--- src/rtl/rob_pkg.sv ---
// rob_pkg: shared widths and index/count types for the reorder buffer
package rob_pkg;
    localparam int ROB_ID_WIDTH   = 4;
    localparam int ROB_DATA_WIDTH = 8;
    localparam int ROB_DEPTH      = 1 << ROB_ID_WIDTH;
    typedef logic [ROB_ID_WIDTH-1:0] rob_id_t;
    typedef logic [ROB_ID_WIDTH:0]   rob_cnt_t;
endpackage

--- src/rtl/mem_2ps.sv ---
// mem_2ps: one-write one-read memory with a registered read port
module mem_2ps #(
    parameter int ADDR_WIDTH = 4,
    parameter int DATA_WIDTH = 8
) (
    input  logic                  clk,
    input  logic                  write_en_i,
    input  logic [ADDR_WIDTH-1:0] addr_write_i,
    input  logic [DATA_WIDTH-1:0] data_write_i,
    input  logic [ADDR_WIDTH-1:0] addr_read_i,
    output logic [DATA_WIDTH-1:0] data_read_o
);
    logic [DATA_WIDTH-1:0] mem [2**ADDR_WIDTH];
    // store the incoming payload
    always_ff @(posedge clk) begin
        if (write_en_i) mem[addr_write_i] <= data_write_i;
    end
    // read register; same-address write in the same cycle returns old data
    always_ff @(posedge clk) begin
        data_read_o <= mem[addr_read_i];
    end
endmodule

--- src/rtl/rob_core.sv ---
// rob_core: reorder buffer control, in-order alloc/retire with out-of-order writeback
module rob_core
    import rob_pkg::*;
#(
    parameter int ID_WIDTH   = ROB_ID_WIDTH,
    parameter int DATA_WIDTH = ROB_DATA_WIDTH
) (
    input  logic                  clk,
    input  logic                  rst,
    input  logic                  flush_i,
    input  logic                  alloc_valid_i,
    output logic                  alloc_ready_o,
    output logic [ID_WIDTH-1:0]   alloc_id_o,
    input  logic                  wb_valid_i,
    input  logic [ID_WIDTH-1:0]   wb_id_i,
    input  logic [DATA_WIDTH-1:0] wb_data_i,
    output logic                  out_valid_o,
    input  logic                  out_ready_i,
    output logic [ID_WIDTH-1:0]   out_id_o,
    output logic [DATA_WIDTH-1:0] out_data_o,
    output logic [ID_WIDTH:0]     count_o,
    output logic                  err_o
);
    localparam int DEPTH = 1 << ID_WIDTH;
    localparam logic [ID_WIDTH:0] FULL = (ID_WIDTH+1)'(DEPTH);

    logic [ID_WIDTH-1:0] tail_ptr, head_ptr, out_id_q;
    logic [DEPTH-1:0]    pending, done, pending_d, done_d;
    logic [ID_WIDTH:0]   count;
    logic                out_valid_q, err_q;
    logic                alloc_fire, wb_accept, stage_free, fire_rd, retire;

    assign alloc_ready_o = count != FULL;
    assign alloc_fire    = alloc_valid_i && alloc_ready_o;
    assign wb_accept     = wb_valid_i && pending[wb_id_i];
    assign stage_free    = !out_valid_q || out_ready_i;
    assign fire_rd       = done[head_ptr] && stage_free;
    assign retire        = out_valid_q && out_ready_i;

    assign alloc_id_o  = tail_ptr;
    assign out_valid_o = out_valid_q;
    assign out_id_o    = out_id_q;
    assign count_o     = count;
    assign err_o       = err_q;

    // per-entry status: alloc sets pending, writeback moves it to done, launch clears done
    always_comb begin
        pending_d = pending;
        done_d    = done;
        if (alloc_fire) pending_d[tail_ptr] = 1'b1;
        if (wb_accept) begin
            pending_d[wb_id_i] = 1'b0;
            done_d[wb_id_i]    = 1'b1;
        end
        if (fire_rd) done_d[head_ptr] = 1'b0;
    end

    // pointers, output stage, occupancy and error pulse; flush behaves like reset
    always_ff @(posedge clk) begin
        if (rst || flush_i) begin
            tail_ptr    <= '0;
            head_ptr    <= '0;
            out_id_q    <= '0;
            out_valid_q <= 1'b0;
            count       <= '0;
            err_q       <= 1'b0;
            pending     <= '0;
            done        <= '0;
        end else begin
            tail_ptr    <= alloc_fire ? tail_ptr + ID_WIDTH'(1) : tail_ptr;
            head_ptr    <= fire_rd ? head_ptr + ID_WIDTH'(1) : head_ptr;
            out_id_q    <= fire_rd ? head_ptr : out_id_q;
            out_valid_q <= fire_rd || (out_valid_q && !out_ready_i);
            count       <= count + (ID_WIDTH+1)'(alloc_fire) - (ID_WIDTH+1)'(retire);
            err_q       <= wb_valid_i && !wb_accept;
            pending     <= pending_d;
            done        <= done_d;
        end
    end

    // reading out_id_q when not launching keeps the presented payload stable under backpressure
    mem_2ps #(
        .ADDR_WIDTH(ID_WIDTH),
        .DATA_WIDTH(DATA_WIDTH)
    ) u_mem (
        .clk         (clk),
        .write_en_i  (wb_accept && !flush_i && !rst),
        .addr_write_i(wb_id_i),
        .data_write_i(wb_data_i),
        .addr_read_i (fire_rd ? head_ptr : out_id_q),
        .data_read_o (out_data_o)
    );
endmodule

--- config.mk ---
export PLATFORM = sky130hd
export DESIGN_NAME = rob_core
export DESIGN_NICKNAME = d
export VERILOG_FILES = /design/src/rtl/rob_pkg.sv /design/src/rtl/mem_2ps.sv /design/src/rtl/rob_core.sv
export SDC_FILE = /design/constraint.sdc
export NUM_CORES = 1
export LEC_CHECK = 0
export ABC_AREA = 1
export CAP_MARGIN = 20
export CORE_ASPECT_RATIO = 1.75
export CORE_MARGIN = 4
export CORE_UTILIZATION = 55
export CTS_CLUSTER_SIZE = 40
export DETAILED_ROUTE_END_ITERATION = 7
export PLACE_DENSITY = 0.8
export SLEW_MARGIN = 20
export SYNTH_ARGS = -nofsm -noshare
export SYNTH_HDL_FRONTEND = slang
export SYNTH_SLANG_ARGS = --single-unit
--- constraint.sdc ---
create_clock -name clk -period 3.05 [get_ports clk]
set_input_delay 0.61 -clock clk [delete_from_list [all_inputs] [get_ports clk]]
set_output_delay 0.61 -clock clk [all_outputs]
set_load 0.02 [all_outputs]
Word level (Yosys, flattened, before mapping):

Memory sizes are Yosys's and may differ from the RTL's. A register that Yosys moved wholly into a read port is not among the register bits.
Index checks and enable logic that the tools add are counted.

* add/sub/neg operators: 4
* $lt $le $gt $ge: 6
* equality and inequality tests: 1
* muxes and demuxes: 17
* bitwise gates (word level): 6
* reduce and logical (&&, ||, !) cells: 19

Operator list (count)
* 2-to-1 mux 16 bit: 4
* AND 16 bit: 2
* NOT 16 bit: 2
* bitwise OR 16 bit: 2
* < comparator 4 x 5 -> 1 bit (second input constant): 3
* demux 1 bit (select 4 bit): 3
* greater-or-equal comparator 4 x 1 -> 1 bit (second input constant): 3
* logical AND 1 bit: 11
* adder 4 x 1 -> 4 bit (second input constant): 2
* binary-select mux 1 bit (select 4 bit): 2
* 2-to-1 mux 1 bit: 7
* adder 5 x 1 -> 5 bit: 1
* logical NOT 1 bit: 5
* inequality test 5 bit (second input constant): 1
* subtractor 5 x 1 -> 5 bit: 1
* 2-to-1 mux 4 bit: 1
* logical OR 1 bit: 3

* register bits after elaboration: 51
* RAM bits: 128
* input port bits: 18
* output and inout port bits: 24
* word-level logic and storage cells: 62
* memories: 1

Memories
* u_mem.mem: words 16, width 8, rd ports 1, clocked after Yosys merged registers in 1, write ports 1, line mem_2ps.sv:13 `logic [DATA_WIDTH-1:0] mem [2**ADDR_WIDTH];`

Depth between registers and ports, before layout:

* depth after elaboration: 8
* gate-level depth with buffers: 20
* gate-level depth less buffers: 16

Modules after synthesis:

A second synthesis with hierarchy kept.

* cells, all modules: 1016
* area, all modules: 8807.2 sq um

By module, submodules not included
* mem_2ps: times used 1, cells an instance 551, area each 5766.8 sq um, seq. area each 4003.8 sq um
* rob_core: times used 1, cells an instance 465, area each 3040.4 sq um, seq. area each 1021.0 sq um

Least setup slack after synthesis:

No wires, ideal clock.

* path kind: flip-flop to flip-flop
* from: reg count[3], in the netlist count_o[3]
* to: reg count[4], in the netlist count_o[4]
* setup time: 0.128 ns
* arrival time: 2.399 ns
* data required time: 2.922 ns
* slack: 0.523 ns
* stages on the path, launching flop included: 16
* path buffers: 0
* period minus slack after synthesis: 2.527 ns
* cells stage by stage: dfxtp_1 > inv_1 > ha_1 > nand3_1 > nand2_1 > inv_1 > nor2_1 > inv_1 > nand2_1 > ha_1 > inv_1 > fa_1 > nor3_1 > a211oi_1 > o21ai_0 > a21oi_1

* word-level cells in the longest chain between the ends: 4

RTL lines
* start, declared: line rob_core.sv:29 `logic [ID_WIDTH:0] count;`
* start signal, assigned: line rob_core.sv:74 `count <= count + (ID_WIDTH+1)'(alloc_fire) - (ID_WIDTH+1)'(retire);`
* inequality test 5 bit: line rob_core.sv:33 `assign alloc_ready_o = count != FULL;`
* named net alloc_ready_o: line rob_core.sv:12 `output logic alloc_ready_o,`
* logical AND 1 bit: line rob_core.sv:34 `assign alloc_fire = alloc_valid_i && alloc_ready_o;`
* adder 5 x 1 -> 5 bit: line rob_core.sv:74
* subtractor 5 x 1 -> 5 bit: line rob_core.sv:74

The timed path passes the listed nets, and every way through them passes these cells.
A chain may end at the register's enable or synchronous reset.

Worst setup path after layout:

* from: reg head_ptr[0]
* to: reg u_mem.data_read_o[7] (read register of u_mem.mem)

* word-level cells in the longest chain between the ends: 4

RTL lines
* start, declared: line rob_core.sv:27 `logic [ID_WIDTH-1:0] tail_ptr, head_ptr, out_id_q;`
* start signal, assigned: line rob_core.sv:71 `head_ptr <= fire_rd ? head_ptr + ID_WIDTH'(1) : head_ptr;`
* binary-select mux 1 bit (select 4 bit): line rob_core.sv:37 `assign fire_rd = done[head_ptr] && stage_free;`
* 2-to-1 mux 1 bit (implied by the code): line rob_core.sv:37
* logical AND 1 bit: line rob_core.sv:37
* 2-to-1 mux 4 bit (*): line rob_core.sv:90 `.addr_read_i (fire_rd ? head_ptr : out_id_q),`
* end, declared: line mem_2ps.sv:11 `output logic [DATA_WIDTH-1:0] data_read_o`

Every way passes the cells marked *; elsewhere a longest branch is shown, timed or not. The select of a mux whose other input is x is not followed.

==> impl_metrics.env <==
export IMPL_synth_top_area_share_pct=45.7
export IMPL_setup_tns_ns=0
export IMPL_critPathKind="reg -> reg"
export IMPL_overflow=0
export IMPL_period_needed_ns=2.85
export IMPL_num_antenna_cells=0
export IMPL_hold_viol_final=0
export IMPL_drive_gt1_share_pct=8.94
export IMPL_synth_warning_count=0
export IMPL_min_period_over_period_pct=93.4
export IMPL_synth_cell_types=29
export IMPL_ys_ff_latch=187
export IMPL_dieArea_um2=17400
export IMPL_cts_tree="built"
export IMPL_finalSetupViolations=0
export IMPL_cts_made_buffers=17
export IMPL_status="complete, no violations"
export IMPL_drt_first_pass_iters=5
export IMPL_yosysSeqAreaShare_pct=59.8
export IMPL_drt_iter0_markers=562
export IMPL_dp_hpwl_mm=15.1
export IMPL_fillers=1171
export IMPL_synth_fa_ha_area_share_pct=2.17
export IMPL_synth_compound_area_share_pct=5.61
export IMPL_drv_slew=0
export IMPL_ir_worst_vdd_uv=396
export IMPL_crit_fanout=65
export IMPL_worst_skew_pair_late_latency_ns=0.43
export IMPL_synth_top_cells_by_count="nand2_1, nand3_1, inv_1, edfxtp_1, dfxtp_1"
export IMPL_syn2layout_area_growth_pct=15.8
export IMPL_leakagePower_nw=4.07
export IMPL_start_util_pct=56.4
export IMPL_synth_edf_count=128
export IMPL_power_density_nw_per_um2=519
export IMPL_ios=42
export IMPL_grtUsageTotal_pct=27.0
export IMPL_wire_per_inst_um=19.0
export IMPL_synth_area_um2=8410
export IMPL_ys_flop_type="edfxtp_1"
export IMPL_path_clk_slew_ns=0.07
export IMPL_yosysTopAreaCell="edfxtp_1"
export IMPL_hold_path_class="reg -> reg"
export IMPL_cts_htree_levels=4
export IMPL_drc=0
export IMPL_antenna_found_initial=0
export IMPL_postRouteAntennaNets=0
export IMPL_synth_top_family_by_area="simple AND/OR/NAND/NOR gates"
export IMPL_finClkSkew_ns=0.0146
export IMPL_die_width_um=101
export IMPL_cts_sinks=187
export IMPL_cp_arrival_ns=3.17
export IMPL_row_count=59
export IMPL_fmax_mhz=351
export IMPL_worst_slew_pin_slew_ns=0.895
export IMPL_syn_nets=951
export IMPL_synth_most_common_cell="nand2_1"
export IMPL_layout_setup_ws_ns=0.202
export IMPL_worst_hold_slack_ns=0.457
export IMPL_grt_pass1_wl_mm=35.0
export IMPL_synth_xor_area_share_pct=0.104
export IMPL_start_kind="flop"
export IMPL_num_vias=6698
export IMPL_critPathCaptureType="flop"
export IMPL_die_h_um=172
export IMPL_async_flop_share_pct=0
export IMPL_rsz0062_at_grt="no"
export IMPL_wl_mm=22.4
export IMPL_grt_max_degree=66
export IMPL_slew_headroom_pct=40.2
export IMPL_worstPathRequired_ns=3.37
export IMPL_core_um2=14900
export IMPL_drv_cap=0
export IMPL_port_buffers=41
export IMPL_nNetsFinal=1015
export IMPL_vias_per_cell=5.68
export IMPL_cts_hold_buf=0
export IMPL_grt_pass1_vias=6689
export IMPL_synthMuxAreaShare_pct=0
export IMPL_cts_root_buf="clkbuf_16"
export IMPL_cts_buffer_depth=2
export IMPL_synthCells=919
export IMPL_synth_area_per_cell_um2=9.15
export IMPL_place_gp_congestion=0.954
export IMPL_synth_top_cells_by_area="edfxtp_1, dfxtp_1, nand3_1, nand2_1, inv_1"
export IMPL_yosys_area_share_simple_pct=22.5
export IMPL_pre_cts_slack_ns=0.141
logic make-up after synthesis:
group,count (synthesis)
AND/OR/NAND/NOR,442
buffers and inverters,191
flip-flops,187
AO/OA/AOI/OAI,84
adder cells (fa/ha/maj),14
XOR/XNOR,1
power breakdown:
part	leakage [nW]	total [mW]	switching [mW]	internal, mW
Combinational	2.15	0.150	0.101	0.0494
Sequential	1.63	2.71	0.00471	2.71
Clock	0.292	2.18	0.978	1.20
layout by cell type (no fill, tap or decap), drive strengths merged, types with 3 or more instances in the layout:
cell,instances
ha,13
clkdlybuf4s50,41
inv,157
o22ai,8
o21ai,44
nor2,46
o31ai,3
nand2,218
nand3,173
clkinv,4
buf,44
dfxtp,59
clkbuf,22
edfxtp,128
a21oi,26
critical path, cell delays in order, from the launching register on:
cell	delay, ns
dfxtp_1	0.45
inv_2	0.27
nand2_1	0.10
nand3_1	0.11
nand2_1	0.07
nand2_1	0.05
nand2_1	0.19
o21ai_4	0.35
nand2_2	0.18
nand2_2	0.13
buf_12	0.28
nand2_1	0.11
nand3_1	0.11
nand3_1	0.11
nand3_1	0.14
nand2_1	0.06
path summary, 6_finish.rpt:
| check | startpoint | to | slack [ns] | cells past startpoint |
|---|---|---|---|---|
| setup / recovery | head_ptr[0] | u_mem.data_read_o[7] | 0.20 | 15 |
| hold / removal | done[5] | done[5] | 0.46 | 2 |
| hold reg to reg | done[5] | done[5] | 0.46 | 2 |
| setup reg to reg | head_ptr[0] | u_mem.data_read_o[7] | 0.20 | 15 |
layout make-up:
cell class                      count  area (um2)  area share [%]
Clock buffer                       22         508            5.22
Clock inverter                     10        75.1           0.771
Inverter                          151         569            5.85
Multi-Input combinational cell    541        2570            26.4
Sequential cell                   187        5020            51.6
Tap cell                          183         229            2.35
Timing Repair Buffer               85         753            7.74
registers in the layout, summed over array words and instances (netlist names):
name and flops:
count_o 5, out_valid_o 1, alloc_id_o 4, err_o 1, pending 16, u_mem.mem 128, out_id_o 4, done 16
head_ptr 4, u_mem.data_read_o 8
stage by stage:
step	util, %	cell area [um2]	power, mW	std cells
4_1_cts	65.2	9720	5.05	1179
6_report	65.3	9730	5.05	1179
3_5_place_dp	61.3	9140	2.92	1147
2_1_floorplan	-	8410	2.82	919
3_3_place_gp	61.3	9140	2.92	1147
5_1_grt	65.3	9730	5.17	1179
layer usage:
metal | global-route usage, % | vias up | part of all wire, %
met3 | 4.14 | 86 | 4.9
met2 | 49.1 | 305 | 55
met5 | 0 | - | 0
met4 | 17.8 | 0 | 6.3
met1 | 28.1 | 3165 | 34
li1 | - | 3142 | -
repair_timing:
| item | CTS | global route |
|---|---|---|
| setup buffers | 0 | 0 |
| endpoints found under the setup margin | 0 | 2 |
| resized for setup | 0 | 1 |
(Power assumes the default switching activity.)
